==> src/rtl/wam_pkg.sv <==
// Shared constants and helpers for the whack-a-mole key matrix.
// Key numbering matches LEDR[8:0]: key = col*NUM_COLS + row.
package wam_pkg;

  localparam int NUM_ROWS = 3;
  localparam int NUM_COLS = 3;
  localparam int NUM_KEYS = 9;

  localparam logic [3:0] KEY_NONE = 4'hF;

  typedef logic [1:0] col_idx_t;

  function automatic logic [3:0] key_index(input logic [1:0] col, input logic [1:0] row);
    return 4'(col) * 4'(NUM_COLS) + 4'(row);
  endfunction

endpackage

==> src/rtl/keypad_debounce.sv <==
// Whole-frame debouncer and press-event generator for the 3x3 key matrix.
// Ports:
//   clk, reset        system clock, synchronous active-high reset
//   frame_valid       one-cycle strobe, frame holds a complete snapshot
//   frame[8:0]        raw key snapshot, bit i = key i seen pressed
//   keys_down[8:0]    debounced key state
//   key_event         one-cycle pulse on a newly debounced press
//   key_code[3:0]     lowest newly pressed key, held between events
//   key_multi         with key_event: more than one key newly pressed
module keypad_debounce
  import wam_pkg::*;
#(
  parameter int DEBOUNCE_FRAMES = 4
) (
  input  logic                clk,
  input  logic                reset,
  input  logic                frame_valid,
  input  logic [NUM_KEYS-1:0] frame,
  output logic [NUM_KEYS-1:0] keys_down,
  output logic                key_event,
  output logic [3:0]          key_code,
  output logic                key_multi
);

  localparam int CW = $clog2(DEBOUNCE_FRAMES + 1);
  localparam logic [CW-1:0] STABLE_MAX = CW'(DEBOUNCE_FRAMES);

  logic [NUM_KEYS-1:0] cand_q, cand_d;
  logic [CW-1:0]       stable_q, stable_d;
  logic [NUM_KEYS-1:0] down_q, down_d;
  logic                event_q, event_d;
  logic [3:0]          code_q, code_d;
  logic                multi_q, multi_d;

  logic [NUM_KEYS-1:0] new_keys;
  logic [3:0]          first_idx;

  always_comb begin
    cand_d    = cand_q;
    stable_d  = stable_q;
    down_d    = down_q;
    event_d   = 1'b0;
    code_d    = code_q;
    multi_d   = 1'b0;
    new_keys  = '0;
    first_idx = KEY_NONE;

    if (frame_valid) begin
      if (frame == cand_q) begin
        stable_d = (stable_q == STABLE_MAX) ? STABLE_MAX : stable_q + CW'(1);
      end else begin
        cand_d   = frame;
        stable_d = CW'(1);
      end
    end

    // Only rising bits count as presses; releases update keys_down silently.
    new_keys = cand_d & ~down_q;
    for (int i = NUM_KEYS - 1; i >= 0; i--) begin
      if (new_keys[i]) first_idx = 4'(i);
    end

    if (frame_valid && (stable_d == STABLE_MAX) && (cand_d != down_q)) begin
      down_d = cand_d;
      if (new_keys != '0) begin
        event_d = 1'b1;
        code_d  = first_idx;
        // x & (x-1) is nonzero exactly when more than one bit is set
        multi_d = |(new_keys & (new_keys - NUM_KEYS'(1)));
      end
    end
  end

  always_ff @(posedge clk) begin
    if (reset) begin
      cand_q   <= '0;
      stable_q <= '0;
      down_q   <= '0;
      event_q  <= 1'b0;
      code_q   <= KEY_NONE;
      multi_q  <= 1'b0;
    end else begin
      cand_q   <= cand_d;
      stable_q <= stable_d;
      down_q   <= down_d;
      event_q  <= event_d;
      code_q   <= code_d;
      multi_q  <= multi_d;
    end
  end

  assign keys_down = down_q;
  assign key_event = event_q;
  assign key_code  = code_q;
  assign key_multi = multi_q;

endmodule

==> src/rtl/keypad_scanner.sv <==
// Column-scanning front end of the 3x3 key matrix.
// Drives one column low at a time, samples the rows at the end of each
// column dwell, assembles a 9-bit frame and hands it to the debouncer.
// Ports:
//   clk, reset           system clock, synchronous active-high reset
//   key_matrix_row[2:0]  row lines, active-low
//   key_matrix_col[2:0]  column drive, active-low one-cold
//   keys_down[8:0]       debounced key state
//   key_event            one-cycle pulse on a newly debounced press
//   key_code[3:0]        index of the reported key
//   key_multi            more than one key newly pressed
module keypad_scanner
  import wam_pkg::*;
#(
  parameter int SCAN_TICKS      = 50_000,
  parameter int DEBOUNCE_FRAMES = 4
) (
  input  logic                clk,
  input  logic                reset,
  input  logic [NUM_ROWS-1:0] key_matrix_row,
  output logic [NUM_COLS-1:0] key_matrix_col,
  output logic [NUM_KEYS-1:0] keys_down,
  output logic                key_event,
  output logic [3:0]          key_code,
  output logic                key_multi
);

  localparam int TW = (SCAN_TICKS > 1) ? $clog2(SCAN_TICKS) : 1;
  localparam logic [TW-1:0] TICK_LAST = TW'(SCAN_TICKS - 1);
  localparam col_idx_t      COL_LAST  = col_idx_t'(NUM_COLS - 1);

  logic [TW-1:0]       tick_q, tick_d;
  col_idx_t            col_q, col_d;
  logic [NUM_KEYS-1:0] snap_q, snap_d;
  logic                frame_valid_q, frame_valid_d;
  logic                wrap;

  assign wrap = (tick_q == TICK_LAST);

  always_comb begin
    tick_d        = wrap ? '0 : tick_q + TW'(1);
    col_d         = col_q;
    snap_d        = snap_q;
    frame_valid_d = 1'b0;

    if (wrap) begin
      // Sampling at the very end of the dwell gives the rows time to settle.
      for (int r = 0; r < NUM_ROWS; r++) begin
        snap_d[key_index(col_q, 2'(r))] = ~key_matrix_row[r];
      end
      col_d         = (col_q == COL_LAST) ? '0 : col_q + 2'd1;
      frame_valid_d = (col_q == COL_LAST);
    end
  end

  always_ff @(posedge clk) begin
    if (reset) begin
      tick_q        <= '0;
      col_q         <= '0;
      snap_q        <= '0;
      frame_valid_q <= 1'b0;
    end else begin
      tick_q        <= tick_d;
      col_q         <= col_d;
      snap_q        <= snap_d;
      frame_valid_q <= frame_valid_d;
    end
  end

  assign key_matrix_col = ~(3'b001 << col_q);

  keypad_debounce #(
    .DEBOUNCE_FRAMES(DEBOUNCE_FRAMES)
  ) u_debounce (
    .clk        (clk),
    .reset      (reset),
    .frame_valid(frame_valid_q),
    .frame      (snap_q),
    .keys_down  (keys_down),
    .key_event  (key_event),
    .key_code   (key_code),
    .key_multi  (key_multi)
  );

endmodule
==> config.mk <==
export PLATFORM = sky130hd
export DESIGN_NAME = keypad_scanner
export DESIGN_NICKNAME = d
export VERILOG_FILES = /design/src/rtl/wam_pkg.sv /design/src/rtl/keypad_debounce.sv /design/src/rtl/keypad_scanner.sv
export SDC_FILE = /design/constraint.sdc
export NUM_CORES = 1
export LEC_CHECK = 0
export ABC_AREA = 1
export BUFFER_PORTS_ARGS = -buffer_cell sky130_fd_sc_hd__buf_2
export CAP_MARGIN = 20
export CORE_ASPECT_RATIO = 1.1
export CORE_MARGIN = 5
export CORE_UTILIZATION = 65
export CTS_CLUSTER_DIAMETER = 100
export DETAILED_ROUTE_END_ITERATION = 6
export PLACE_DENSITY = 0.82
export SYNTH_ARGS = -nofsm -noshare
export SYNTH_HDL_FRONTEND = slang
export SYNTH_SLANG_ARGS = --single-unit
export TNS_END_PERCENT = 100
==> constraint.sdc <==
create_clock -name clk -period 4.31 [get_ports clk]
set_clock_uncertainty 0.1 [all_clocks]
set_input_delay 0.862 -clock clk [delete_from_list [all_inputs] [get_ports clk]]
set_output_delay 0.862 -clock clk [all_outputs]
set_load 0.02 [all_outputs]
==> reports/results.md <==
- 0 — number of buffers added to fix hold violations after cts
- 0 — # Max-Cap Violations
- 12.67 um — Wirelength per Cell
- 0.3164 GHz — timing-limited maximum frequency
- 0 ns — summed negative setup slack over all endpoints
- 0.634 — sequential fraction of design power
- 0.8994 — weighted congestion reported at the end of routability-driven placement
- 23 — # IOs
- 451 — gate count after technology mapping
- finished, final reports clean — run status
- 4.38 ns — required time of the critical path
- 0 — number of buffers added for setup after CTS
- 5.657% — signed area change from the synthesized netlist to the final layout
- 55 — number of flip-flops and latches in the synthesized netlist
- reg -> reg — Hold WC Path Type
- 7.110 sq um — mean instance size in the synthesized netlist
- register — capturing element type of the critical path
- 0 — GRT overflow
- 3388 sq um — final instance area
- 2694 — vias in the first global route
- 6654 um — final wirelength
- 3306 sq um — Placement Cell Area
- 0.334 — relative contribution of the clock network to total power
- 0.2209 — switching part of the total power
- 130 — number of design-rule violations left by the first detailed-router iteration
- nand2_1 — most common cell after layout, fill and taps aside
- 1.457 nW — static power due to leakage
- 5 — CTS buffer count
- dfxtp_1 — prevailing post-synth register cell
- 5.520 — via-per-instance ratio
- 24 — Critical Path Fanout Max
- reg -> reg — Worst Setup Path Type
- 55 — number of clock sinks
- 179.1 uV — largest voltage drop on the vdd net
- 26 — largest net degree at the start of global routing
- false — RSZ-0062 raised after global routing
- 0.2074 — global-route usage over all layers
- 0 — initial antenna violation count
- 3.160 ns — Final min period
- 0 — proportion of register bits with asynchronous set or reset after synthesis
- 2 — H-tree Lvls
- 0 — Slew Limit Fails
- 6440 sq um — area enclosed by the die boundary
- 0.7779 ns — Worst Max-Slew Pin Slew
- 238.4 nW/um^2 — power density of the placed cells
- clkbuf_8 — cell at the root of the clock tree
- 83.67 um — die height
- 22 — quantity of I/O buffers inserted on ports
- 0.31 ns — Clock Latency Late Sink
- 2 — CTS Buffer Depth
- 0.032 — combinational fraction of design power
- 0.3433 — sequential element share of the synthesized area
- 0 — number of remaining DRC errors
- 496 — net count of the finished layout
- 13 — number of cell instances on the worst register-to-register path
- 0 — final setup violating endpoints
- 0.1109 — fraction of final layout cells sized beyond drive strength 1
- 4717 sq um — core box area
- 0 — count of flip-flops with a built-in enable after synthesis
- 11370 um — wire length of the first global-routing pass
- 26 — number of placement rows
- 2 — worst hold stages
- 3.23 ns — arrival time at the worst endpoint
- done — CTS tree
- 0 — antenna viol nets, final
- 0 — Fin. Hold Viols
- 5141 um — sum of net half-perimeters after detailed placement
- register — Critical Path Source Type
- 0.10 ns — clk slew on worst S/H paths
- 0.6798 — initial standard-cell utilization of the core
- 0.0006293 W — internal power
- 0 — number of instances resized during post-cts repair
- 3207 sq um — post-synth design cell area
- nand2_1, inv_1, dfxtp_1 — highest-count cells in the layout ignoring fill and taps
- 2898 — detailed-route via count
- 0 — diode insertion count for antenna repair
- 0.7333 — Final Cycle Share
- 0 — Synthesis Warnings
- 478 — number of nets in the synthesized netlist
- 5 — router iterations before antenna repair
- 0.0001784 W — total net switching power
- 0.4808 — worst-case headroom to the max-slew limit
- 76.97 um — x dimension of the die
- 41 — count of cell types in the netlist
routing by layer:
layer | wire length (um) | vias to the layer above | global-route usage
met5 | 0 | - | 0
met3 | 290 | 15 | 0.03780
met4 | 123 | 0 | 0.06250
met1 | 2866 | 1307 | 0.2363
met2 | 3373 | 74 | 0.3861
li1 | - | 1502 | -
sequential cells by signal, indices dropped and copies added, names as in the netlist:
register and flops:
u_debounce.key_code 4, snap_q 9, tick_q 16, u_debounce.keys_down 9, u_debounce.key_event 1, u_debounce.key_multi 1, u_debounce.cand_q 9, u_debounce.stable_q 3
col_q 2, frame_valid_q 1
area by class of cell:
class | count | area [sq um]
Fill cell | 410 | 1329
Tap cell | 56 | 70.07
Sequential cell | 55 | 1101
Multi-Input combinational cell | 312 | 1750
Inverter | 73 | 274.0
Clock inverter | 2 | 13.76
Clock buffer | 5 | 68.82
Timing Repair Buffer | 22 | 110.1
worst max-delay path, cell delays in order (launching register included):
cell and delay (ns):
dfxtp_1 0.77, inv_1 0.18, or2_2 0.31, o21ai_0 0.13, inv_1 0.08, ha_1 0.27, nand2_1 0.06, nor3_1 0.04
nand2_1 0.06, nand4_1 0.15, nor2_4 0.46, nand3_1 0.24, nand2_1 0.11, nand3_1 0.06
cells by family after synthesis:
| group | after synthesis | share of synthesized area |
|---|---|---|
| AOI/OAI and AO/OA | 81 | 0.1424 |
| xor gates and xnor gates | 8 | 0.02185 |
| adders and majority gates | 22 | 0.08584 |
| buffers and inverters | 84 | 0.1108 |
| DFF | 55 | 0.3433 |
| and+or+nand+nor | 201 | 0.2958 |
cells in the mapped netlist (2+ instances only):
master    number  area (sq um)
nor2_1        47         176.4
buf_6          5         56.30
nor3_2         2         20.02
o22ai_1        4         25.02
nor3_1         8         40.04
clkbuf_1       4         15.01
buf_2          2         10.01
o21a_1         2         15.01
nor2_4         4         45.04
xnor2_1        7         61.31
inv_2          5         18.77
nand4_1        8         50.05
nand3_2        2         20.02
inv_1         68         255.2
a21oi_1       34         170.2
nor4_1         3         18.77
nand2_1       83         311.6
o21ai_0       28         140.1
dfxtp_1       55          1101
ha_1          22         275.3
nand3_1       31         155.2
nand3b_1       2         15.01
a31oi_1        5         31.28
nor2_2         3         18.77
worst paths after layout:
check / startpoint / to / slack (ns)
worst max-delay path: frame_valid_q / u_debounce.key_code[1] / 1.15
worst min-delay path: u_debounce.key_code[3] / u_debounce.key_code[3] / 0.36
worst max register to register: frame_valid_q / u_debounce.key_code[1] / 1.15
worst min register to register: u_debounce.key_code[3] / u_debounce.key_code[3] / 0.36
stage by stage:
stage | hold WS (ns) | std cells | total power [W] | util | setup slack (ns)
floorplan | 0.3175 | 451 | 0.0005416 | - | 2.014
global placement | 0.3309 | 518 | 0.0005482 | 0.7008 | 1.297
detailed placement | 0.3437 | 518 | 0.0005496 | 0.7008 | 1.177
CTS | 0.3627 | 525 | 0.0008125 | 0.7183 | 1.148
global route | 0.3762 | 525 | 0.0008341 | 0.7183 | 0.7632
finish | 0.3614 | 525 | 0.0008078 | 0.7183 | 1.150
power by group through the flow:
stage	Sequential, W	Clock (W)	Combinational (W)
global route	0.000513	0.000293	0.0000290
floorplan	0.000523	0	0.0000182
CTS	0.000512	0.000275	0.0000255
global placement	0.000524	0	0.0000245
detailed placement	0.000524	0	0.0000257
finish	0.000512	0.000270	0.0000256
Power figures use the tool's default switching activity.
